[config.mk]
export PLATFORM = sky130hd
export DESIGN_NAME = mem_port_arbiter
export DESIGN_NICKNAME = d
export VERILOG_FILES = /design/src/rtl/mem_arb_pkg.sv /design/src/rtl/mem_arb_pick.sv /design/src/rtl/mem_port_arbiter.sv
export SDC_FILE = /design/constraint.sdc
export NUM_CORES = 1
export LEC_CHECK = 0
export ABC_AREA = 1
export CORE_ASPECT_RATIO = 0.75
export CORE_MARGIN = 8
export CORE_UTILIZATION = 45
export DETAILED_ROUTE_END_ITERATION = 10
export PLACE_DENSITY = 0.95
export SETUP_SLACK_MARGIN = 0.15
export SYNTH_ARGS = -nofsm -noshare
export SYNTH_HDL_FRONTEND = slang
export SYNTH_SLANG_ARGS = --single-unit
[constraint.sdc]
create_clock -name clk -period 2 [get_ports clk]
set_clock_uncertainty 0.1 [all_clocks]
set_input_delay 0.2 -clock clk [delete_from_list [all_inputs] [get_ports clk]]
set_output_delay 0.2 -clock clk [all_outputs]
set_load 0.02 [all_outputs]
[src/rtl/mem_arb_pkg.sv]
// mem_arb_pkg
//   Shared types and constants for the unified-memory port arbiter.
//   - arb_state_t : transaction FSM states (idle, memory access, response)
//   - OWN_I/OWN_D : encoding of which processor port owns a transaction
package mem_arb_pkg;

    typedef enum logic [1:0] {
        ST_IDLE,
        ST_ACCESS,
        ST_RESP
    } arb_state_t;

    localparam logic OWN_I = 1'b0;
    localparam logic OWN_D = 1'b1;

endpackage

[src/rtl/mem_arb_pick.sv]
// mem_arb_pick
//   Combinational winner select between the instruction-fetch port and the
//   data port. A lone requester always wins. On a tie the data port wins,
//   unless the round-robin build is selected.
//   Configuration macro: MEM_ARB_RR_EN (defined = round-robin tie break,
//   the tie goes to the port that did not own the previous grant).
// Ports
//   i_req      in   fetch port request
//   d_req      in   data port request
//   last_owner in   owner of the most recent grant (OWN_I / OWN_D)
//   grant      out  1 when any port is requesting
//   owner      out  winning port (OWN_I / OWN_D), meaningful when grant=1
module mem_arb_pick
    import mem_arb_pkg::*;
(
    input  logic i_req,
    input  logic d_req,
    input  logic last_owner,
    output logic grant,
    output logic owner
);

`ifdef MEM_ARB_RR_EN
    logic tie_owner;
    assign tie_owner = (last_owner == OWN_I) ? OWN_D : OWN_I;
`else
    // Fixed priority never looks at history; the fetch port can starve.
    logic tie_owner;
    logic unused_last_owner;
    assign tie_owner         = OWN_D;
    assign unused_last_owner = last_owner;
`endif

    always_comb begin
        grant = i_req | d_req;
        owner = OWN_I;
        if (i_req && d_req) begin
            owner = tie_owner;
        end else if (d_req) begin
            owner = OWN_D;
        end
    end

endmodule

[src/rtl/mem_port_arbiter.sv]
// mem_port_arbiter
//   Shares one single-port memory between the processor's instruction-fetch
//   port (I) and data port (D). Each transaction takes three cycles:
//   IDLE (grant + latch) -> ACCESS (drive memory, capture read data) ->
//   RESP (one-cycle ack to the owner). No pipelining.
//   Configuration macro: MEM_ARB_RR_EN (see mem_arb_pick) selects round-robin
//   instead of fixed D-over-I priority.
// Ports
//   clk, rst           clock, synchronous active-high reset
//   i_req/i_addr       fetch request and word address
//   i_ack/i_rdata      fetch done pulse and registered instruction
//   d_req/d_we/d_addr/d_wdata  data request, write flag, address, write data
//   d_ack/d_rdata      data done pulse and registered read data
//   m_w/m_addr/m_wdata memory write enable, address, write data
//   m_rdata            memory read data (combinational from m_addr)
//   busy               1 whenever a transaction is in flight
module mem_port_arbiter
    import mem_arb_pkg::*;
#(
    parameter int AW = 32,
    parameter int DW = 32
) (
    input  logic          clk,
    input  logic          rst,
    input  logic          i_req,
    input  logic [AW-1:0] i_addr,
    output logic          i_ack,
    output logic [DW-1:0] i_rdata,
    input  logic          d_req,
    input  logic          d_we,
    input  logic [AW-1:0] d_addr,
    input  logic [DW-1:0] d_wdata,
    output logic          d_ack,
    output logic [DW-1:0] d_rdata,
    output logic          m_w,
    output logic [AW-1:0] m_addr,
    output logic [DW-1:0] m_wdata,
    input  logic [DW-1:0] m_rdata,
    output logic          busy
);

    arb_state_t    state, state_next;
    logic [AW-1:0] addr_q;
    logic [DW-1:0] wdata_q;
    logic          we_q;
    logic          owner_q;
    logic          last_owner;
    logic          grant;
    logic          pick_owner;

    mem_arb_pick u_pick (
        .i_req      (i_req),
        .d_req      (d_req),
        .last_owner (last_owner),
        .grant      (grant),
        .owner      (pick_owner)
    );

    always_ff @(posedge clk) begin
        if (rst) begin
            state <= ST_IDLE;
        end else begin
            state <= state_next;
        end
    end

    always_comb begin
        state_next = state;
        case (state)
            ST_IDLE:   if (grant) state_next = ST_ACCESS;
            ST_ACCESS: state_next = ST_RESP;
            ST_RESP:   state_next = ST_IDLE;
            default:   state_next = ST_IDLE;
        endcase
    end

    // The winning request is captured once in IDLE so the memory side stays
    // stable even if a requester misbehaves and drops its request early.
    // A fetch keeps the previous write data; only its address is taken.
    always_ff @(posedge clk) begin
        if (rst) begin
            addr_q     <= '0;
            wdata_q    <= '0;
            we_q       <= 1'b0;
            owner_q    <= OWN_I;
            last_owner <= OWN_I;
        end else if (state == ST_IDLE && grant) begin
            owner_q    <= pick_owner;
            last_owner <= pick_owner;
            if (pick_owner == OWN_D) begin
                addr_q  <= d_addr;
                we_q    <= d_we;
                wdata_q <= d_wdata;
            end else begin
                addr_q  <= i_addr;
                we_q    <= 1'b0;
            end
        end
    end

    // Read data is sampled at the end of ACCESS; a data write leaves
    // d_rdata holding whatever the last data read returned.
    always_ff @(posedge clk) begin
        if (rst) begin
            i_rdata <= '0;
            d_rdata <= '0;
        end else if (state == ST_ACCESS) begin
            if (owner_q == OWN_I) begin
                i_rdata <= m_rdata;
            end else if (!we_q) begin
                d_rdata <= m_rdata;
            end
        end
    end

    // rst gates the write strobe and acks combinationally so that a reset
    // landing on ACCESS or RESP neither writes memory nor completes.
    assign m_w     = (state == ST_ACCESS) && (owner_q == OWN_D) && we_q && !rst;
    assign i_ack   = (state == ST_RESP) && (owner_q == OWN_I) && !rst;
    assign d_ack   = (state == ST_RESP) && (owner_q == OWN_D) && !rst;
    assign m_addr  = addr_q;
    assign m_wdata = wdata_q;
    assign busy    = (state != ST_IDLE);

endmodule

==> impl_metrics.env <==
export IMPL_status="finished, final reports clean"
export IMPL_grt_usage_pct=23.06
export IMPL_first_pass_iters=5
export IMPL_place_congestion=0.8116
export IMPL_fmax_mhz=578.2
export IMPL_path_clk_slew_ns=0.06
export IMPL_root_buffer="clkbuf_16"
export IMPL_die_x_um=145.9
export IMPL_syn_inst=885
export IMPL_finalSetupViolCount=0
export IMPL_h_tree_depth=4
export IMPL_dieArea_mm2=0.01654
export IMPL_placementRows=35
export IMPL_cellPowerDensity_mw_per_mm2=888.4
export IMPL_rsz0062_at_grt="no"
export IMPL_start_util_pct=46.25
export IMPL_die_y_um=113.4
export IMPL_cts_buffer_depth=2
export IMPL_arrival_ns=1.43
export IMPL_postCtsSetupBuffers=0
export IMPL_maxSlewViolCount=0
export IMPL_total_power_mw=8.045
export IMPL_numCtsBuffers=17
export IMPL_io_buffers=264
export IMPL_period_minus_slack_ns=1.729
export IMPL_hold_class="in -> reg"
export IMPL_wl_per_cell_um=14.88
export IMPL_core_area_mm2=0.01231
export IMPL_postRouteAntennaNets=0
export IMPL_end_kind="output pin"
export IMPL_antenna_found_initial=0
export IMPL_ys_types=19
export IMPL_cts_sinks=132
export IMPL_slew_headroom_pct=73.75
export IMPL_yosysSeqAreaShare_pct=46.43
export IMPL_ys_seq_elements=132
export IMPL_design_area_mm2=0.009056
export IMPL_drive_above_1_share_pct=5.249
export IMPL_worst_path_buf_inv=2
export IMPL_max_vdd_ir_drop_v=0.0005619
export IMPL_pin_count=265
export IMPL_ctsHoldBuffers=0
export IMPL_grt_first_pass_wirelength_um=30970
export IMPL_clkLatencyLatePin_ns=0.40
export IMPL_synthesis_area_mm2=0.005692
export IMPL_worstPathCellList="inv_1 -> nor4_2 -> buf_2"
export IMPL_worstPathMaxFanout=4
export IMPL_fin_crit_sh_pct=86.47
export IMPL_fillCellCount=878
export IMPL_cp_slowest_stage_delay_ns=0.38
export IMPL_whs_path_depth=3
export IMPL_cts_tree="done"
export IMPL_start_kind="register"
export IMPL_area_growth_pct=59.11
export IMPL_n_antenna_cell=0
export IMPL_cp_top_family="flip-flops"
export IMPL_grt_max_degree=61
export IMPL_ys_warn_count=0
export IMPL_cp_depth=3
export IMPL_grt_ovfl_total=0
export IMPL_via_per_inst=4.736
export IMPL_drc_errors=0
export IMPL_place_area_mm2=0.008441
export IMPL_r2r_cells=6
export IMPL_critPathSlowestCell="dfxtp_2"
export IMPL_power_leakage_nw=4.181
export IMPL_finalHoldViolCount=0
export IMPL_crit_required_ns=1.70
export IMPL_worst_setup_path_type="reg -> out"
export IMPL_drt_iter0_markers=324
export IMPL_worstMarginPinSlew_ns=0.3934
export IMPL_hpwlAfterDp_um=13870
export IMPL_maxCapViolCount=0
export IMPL_final_util_pct=73.59
export IMPL_finalWirelength_um=19480
export IMPL_avgSynthCellArea_um2=6.431
export IMPL_whs_ns=0.06813
export IMPL_nNetsFinal=1264
export IMPL_synth_nets=1018
export IMPL_grt_pass1_vias=6079
export IMPL_route_vias_total=6199
export IMPL_tns_ns=0
stage by stage:
step / std cells / setup slack, ns
after floorplan: 885 / 0.5025
after global placement: 1278 / -0.01009
after detailed placement: 1278 / -0.07452
after CTS: 1309 / 0.1387
after global routing: 1309 / 0.1894
final: 1309 / 0.2706
synth_stat cells:
| master | count | area (µm²) |
|---|---|---|
| buf_4 | 5 | 37.54 |
| nor4_1 | 3 | 18.77 |
| clkbuf_1 | 14 | 52.55 |
| buf_6 | 3 | 33.78 |
| clkinv_1 | 1 | 3.750 |
| nand2_1 | 294 | 1104 |
| a21oi_1 | 34 | 170.2 |
| buf_2 | 24 | 120.1 |
| nand3_2 | 1 | 10.01 |
| nor2_4 | 1 | 11.26 |
| inv_2 | 1 | 3.750 |
| clkbuf_2 | 1 | 5.000 |
| nor2_1 | 196 | 735.7 |
| nor2_2 | 1 | 6.260 |
| dfxtp_1 | 132 | 2643 |
| nand2_2 | 1 | 6.260 |
| buf_1 | 6 | 22.52 |
| inv_1 | 102 | 382.9 |
| nand3_1 | 65 | 325.3 |
layout make-up:
class / instances / area, µm² / share of cell area (%)
Multi-Input combinational cell: 596 / 2399 / 26.49
Inverter: 104 / 390.4 / 4.311
Clock inverter: 11 / 176.4 / 1.948
Tap cell: 166 / 207.7 / 2.293
Clock buffer: 20 / 446.7 / 4.932
Sequential cell: 132 / 2645 / 29.21
Timing Repair Buffer: 280 / 2791 / 30.82
state kept, by name, summed over array words and instances, names as in the netlist:
| register | cells |
|---|---|
| d_rdata | 32 |
| i_rdata | 32 |
| m_addr | 32 |
| m_wdata | 32 |
| state | 2 |
| owner_q | 1 |
| we_q | 1 |
placed cells by master (no fill, tap or decap), drive strengths merged, types with 19 or more instances in the layout:
| master | n |
|---|---|
| nor2 | 198 |
| clkdlybuf4s50 | 259 |
| nand3 | 66 |
| a21oi | 34 |
| clkbuf | 21 |
| buf | 19 |
| inv | 106 |
| nand2 | 295 |
| dfxtp | 132 |
what timing repair did:
item,in CTS,in global routing
pin swaps,0,0
gates resized for setup,14,4
setup endpoints to repair,4,3
power by group:
group / switching, mW / internal [mW]
sequential: 0.117 / 2.84
combinational: 0.957 / 0.823
clock: 1.18 / 2.13
total: 2.25 / 5.79
layer usage:
layer	vias to the layer above	GRT usage (%)	part of all wire, %
li1	3119	-	-
met1	2781	25.52	38
met2	255	39.60	49
met3	44	9.296	10
met4	0	8.230	2.1
met5	-	0	0
kinds of logic after synthesis:
logic type	count (synthesis)	share of synthesized area [%]
compound gates	34	2.990
buf+inv	157	11.63
flops	132	46.43
simple gates	562	38.95
worst paths after layout:
path	start	end	slack, ns
worst max-delay path	owner_q	d_ack	0.27
worst max register to register	owner_q	i_rdata[6]	0.33
worst min-delay path	d_req	m_wdata[8]	0.07
worst min register to register	m_wdata[6]	m_wdata[6]	0.36
worst min-delay path, stage by stage:
cell	delay [ns]
buf_2	0.17
nand3_1	0.10
a21oi_1	0.06
No activity file was read; power rests on OpenSTA's default activity.
==> RTL edit 1, RTL diff (same settings) <==
Reset style: asynchronous (`rst`), changed in 3 clocked blocks. Comments in the files are not updated.
--- a/src/rtl/mem_port_arbiter.sv
+++ b/src/rtl/mem_port_arbiter.sv
@@ -57,5 +57,5 @@
     );
 
-    always_ff @(posedge clk) begin
+    always_ff @(posedge clk or posedge rst) begin
         if (rst) begin
             state <= ST_IDLE;
@@ -78,5 +78,5 @@
     // stable even if a requester misbehaves and drops its request early.
     // A fetch keeps the previous write data; only its address is taken.
-    always_ff @(posedge clk) begin
+    always_ff @(posedge clk or posedge rst) begin
         if (rst) begin
             addr_q     <= '0;
@@ -101,5 +101,5 @@
     // Read data is sampled at the end of ACCESS; a data write leaves
     // d_rdata holding whatever the last data read returned.
-    always_ff @(posedge clk) begin
+    always_ff @(posedge clk or posedge rst) begin
         if (rst) begin
             i_rdata <= '0;
Formal check against the unedited RTL: differs if rst is asserted again (counterexample within 4 cycles, from zero or initial values and one cycle with rst high); with rst held inactive, the same outputs for 10 cycles.
==> RTL edit 1 against the unedited design <==
Largest cell class is now registers; via count down 12%; area after synthesis fell by 0.73%; first-iteration DRC count increased by 1.5%; final area fell by 0.88%; routed wire length shrank 5.9%; setup slack worse by 0.037 ns; core utilization fell by 0.39 points; sequential cell count stayed put.
Power is not compared: it rests on default switching activity, and its combinational part moved more than twofold at a synthesized area within 25%.
==> RTL edit 1: results (changes against the unedited design) <==
Outcome
  • Status: completed

Global route
  • First-pass GRT wire length: 29200 um (-5.7%)
  • Met1 GRT Util: 25.4% (-0.17 points)
  • Largest net degree at the start of global routing: 133 (+120%)
  • Tot GR Track Use: 22.0% (-1.0 points)
  • Met3 usage: 7.78% (-1.5 points)
  • Met2 global-route usage: 37.0% (-2.6 points)
  • Vias in the first global route: 5609 (-7.7%)
  • Initial antenna violation count: 1 (+1)

Clock network
  • Resized Gates After CTS: 6 (-8)
  • H-tree Lvls: 4 (unchanged)
  • Post-CTS setup repair buffer count: 0 (unchanged)
  • Clk Latency, worst-skew pair: 0.40 ns (about the same)

Setup path
  • CP max FO: 3 (-1)
  • Top delay family on crit path: buffers and inverters
  • Worst R2R Setup Slack: 0.30 ns (-0.03 ns)
  • Crit-path slowest cell: dfrtp_1
  • CP Capture Point: busy
  • Crit Reg-Reg Endpoint: m_addr[7]$_DFFE_PP0P_
  • Data arrival, critical path: 1.47 ns (+0.04 ns)
  • Critical path launch point: state[0]$_DFFE_PP0P_
  • Depth of the most critical reg-to-reg path: 5 (-1)
  • Crit-path max cell delay: 0.42 ns (+0.04 ns)

Synthesis
  • Post-synthesis sequential area ratio: 58.5% (+12 points)
  • Post-Syn Nets: 812 (-20%)
  • Async SR Flop Fraction: 100% (+100 points)
  • Mux share of post-synthesis cell area: 0% (unchanged)
  • Dominant cells by area after synthesis: dfrtp_1 58%, nand2_1 28%, nand3_1 5.8%, buf_6 2.4%, buf_4 1.5%
  • Commonest cells in the netlist: 425 x nand2_1, 132 x dfrtp_1, 65 x nand3_1, 13 x buf_2, 12 x buf_6
  • Synth warnings: 0 (unchanged)
  • Post-synthesis compound-gate area fraction: 0% (-3.0 points)
  • Post-Synth Adder-Cell Area: 0% (unchanged)
  • Synth cell types: 15 (-4)
  • Xor/xnor share of the synthesized area: 0% (unchanged)
  • Ys flop type: dfrtp_1

Detailed routing
  • Drt initial violations: 329 (+1.5%)
  • Routed wire length per instance: 16.4 um (+10%)
  • Met2 WL: 9080 um (-5.4%)
  • Metal-1 WL: 7060 um (-5.9%)
  • Vias after detailed routing: 5456 (-12%)
  • Max Used Layer: met5
  • Routed wl met3: 1650 um (-16%)

Place
  • Post-DP Area: 8330 um^2 (-1.3%)
  • Port Buffer Count: 264 (unchanged)
  • Placer Congestion: 0.820 (+1.0%)
  • Hpwl dp: 13200 um (-5.0%)

Min path
  • Hold endpoint: m_wdata[18]$_DFFE_PP0P_
  • Hold Crit Start: d_wdata[18]
  • Hold depth: 3 (unchanged)

Final layout
  • Layout cells sized above 1: 6.93% (+1.7 points)
  • Final #Nets: 1073 (-15%)

Timing
  • Fin Hold WS: 0.253 ns (+0.184 ns)
  • Max-slew headroom: 50.7% (-23 points)

Pwr
  • Worst vdd ir: about 860 uV
RTL edit 1: changes by cell type after synthesis, moves of 6 or more:
cell / unedited run / this run
clkbuf_1: 14 / 1
buf_2: 24 / 13
inv_1: 102 / 2
buf_6: 3 / 12
nand2_1: 294 / 425
buf_1: 6 / 0
dfrtp_1: 0 / 132
buf_4: 5 / 11
nor2_1: 196 / 3
dfxtp_1: 132 / 0
a21oi_1: 34 / 0
RTL edit 1: stage by stage:
stage	cells	power (mW)	setup slack (ns)
6_report	1118	15.6	0.233
5_1_grt	1118	16.5	0.162
3_5_place_dp	1086	12.2	0.0918
2_1_floorplan	679	8.68	-0.784
3_3_place_gp	1086	12.0	0.138
4_1_cts	1117	15.7	0.108
RTL edit 1: layout make-up:
class / count / area, um^2
clock buffer: 19 / 453
inverter: 6 / 26.3
sequential: 132 / 3300
tap: 166 / 208
timing repair buffer: 278 / 2740
fill: 908 / 3290
clock inverter: 12 / 201
multi-input combinational: 505 / 2040
==> RTL edit 2, RTL diff (same flow settings) <==
Without the edit above. Build with the macro `MEM_ARB_RR_EN` defined.
--- a/src/rtl/mem_arb_pick.sv
+++ b/src/rtl/mem_arb_pick.sv
@@ -11,4 +11,6 @@
 //   grant      out  1 when any port is requesting
 //   owner      out  winning port (OWN_I / OWN_D), meaningful when grant=1
+`define MEM_ARB_RR_EN
+
 module mem_arb_pick
     import mem_arb_pkg::*;
Behaviour: not the same (a bounded check fails within 10 cycles, from zero or initial values and one cycle with rst high).
==> RTL edit 2 against the unedited design <==
Routed wire length rose by 3.6%; non-clock buffer count rose by 4; sequential cell count is the same; final area increased by 3.4%; setup slack worse by 0.071 ns; synthesized cell count increased by 1.4%; first-iteration DRC count increased by 43%; power up 1.1%; critical endpoint is now m_w; cell count up 0.69%; hold slack improved by 0.12 ns; register-to-register slack improved by 0.04 ns; area after synthesis rose by 5.3%.
==> RTL edit 2: results (changes against the unedited design) <==
Global route
  • Met3 usage: 8.54% (-0.75 points)
  • Met2 global-route usage: 39.8% (+0.19 points)
  • Largest net degree at the start of global routing: 97 (+59%)
  • Met1 GRT Util: 25.8% (+0.25 points)
  • Tot GR Track Use: 22.9% (-0.17 points)

Final layout
  • Clock buf count: 18 (-10%)
  • Final #Nets: 1267 (+0.24%)
  • Multi-input logic area: 2650 um^2 (+10%)
  • Clock buf/inv share: 6.75% (-0.13 points)
  • Register area: 2640 um^2 (about the same)
  • Multi-input gate share of total cell area: 28.3% (+1.8 points)

Timing
  • Fin Hold WS: 0.187 ns (+0.119 ns)
  • Crit path time final: 1.80 ns (+0.0706 ns)
  • Max-slew headroom: 74.4% (+0.64 points)

Detailed routing
  • Met2 WL: 9920 um (+3.4%)
  • Drt initial violations: 462 (+43%)
  • Routed wire length: 20200 um (+3.6%)
  • Metal-1 WL: 7960 um (+6.2%)

Setup path
  • Worst R2R Setup Slack: 0.37 ns (+0.04 ns)
  • Critical path launch point: state[1]$_SDFFE_PP0P_
  • CP Capture Point: m_w

Outcome
  • Status: completed

Synthesis
  • Commonest cells in the netlist: 228 x nand2_1, 195 x nor2_1, 132 x dfxtp_1, 98 x inv_1, 64 x nand4_1

Clock network
  • Resized Gates After CTS: 7 (-7)

Place
  • Placer Congestion: 0.844 (+4.0%)

Pwr
  • Leak: 4.11 nW (-1.8%)
  • Worst vdd ir: 677 uV (+20%)
[RTL edit 2: cell types whose count changed in the layout (fill, tap and decap cells not counted), moves of 3 or more]
cell and delta:
nand2_1 -66, a21boi_1 +6, buf_4 +3, inv_8 +3, a21boi_0 +26, nand3_1 -30
inv_1 -4, nand4_1 +64
[RTL edit 2: power by group]
group / total (mW) / switching (mW) / internal [mW]
clock: 3.32 / 1.28 / 2.04
sequential: 2.96 / 0.116 / 2.84
combinational: 1.85 / 0.993 / 0.860
total: 8.14 / 2.39 / 5.75
[RTL edit 2: critical path, cell delays in order (launching register included)]
cell and delay, ns:
dfxtp_1 0.34, inv_2 0.19, nand2_2 0.12, nor4_2 0.21
clkbuf_2 0.23
[RTL edit 2: logic make-up (layout without fill, tap and decap cells)]
group	count (synthesis)	in the layout	share of synthesized area, %
compound gates	67	67	7.00
flops	132	132	44.1
buf+inv	168	418	11.8
simple gates	530	530	37.1
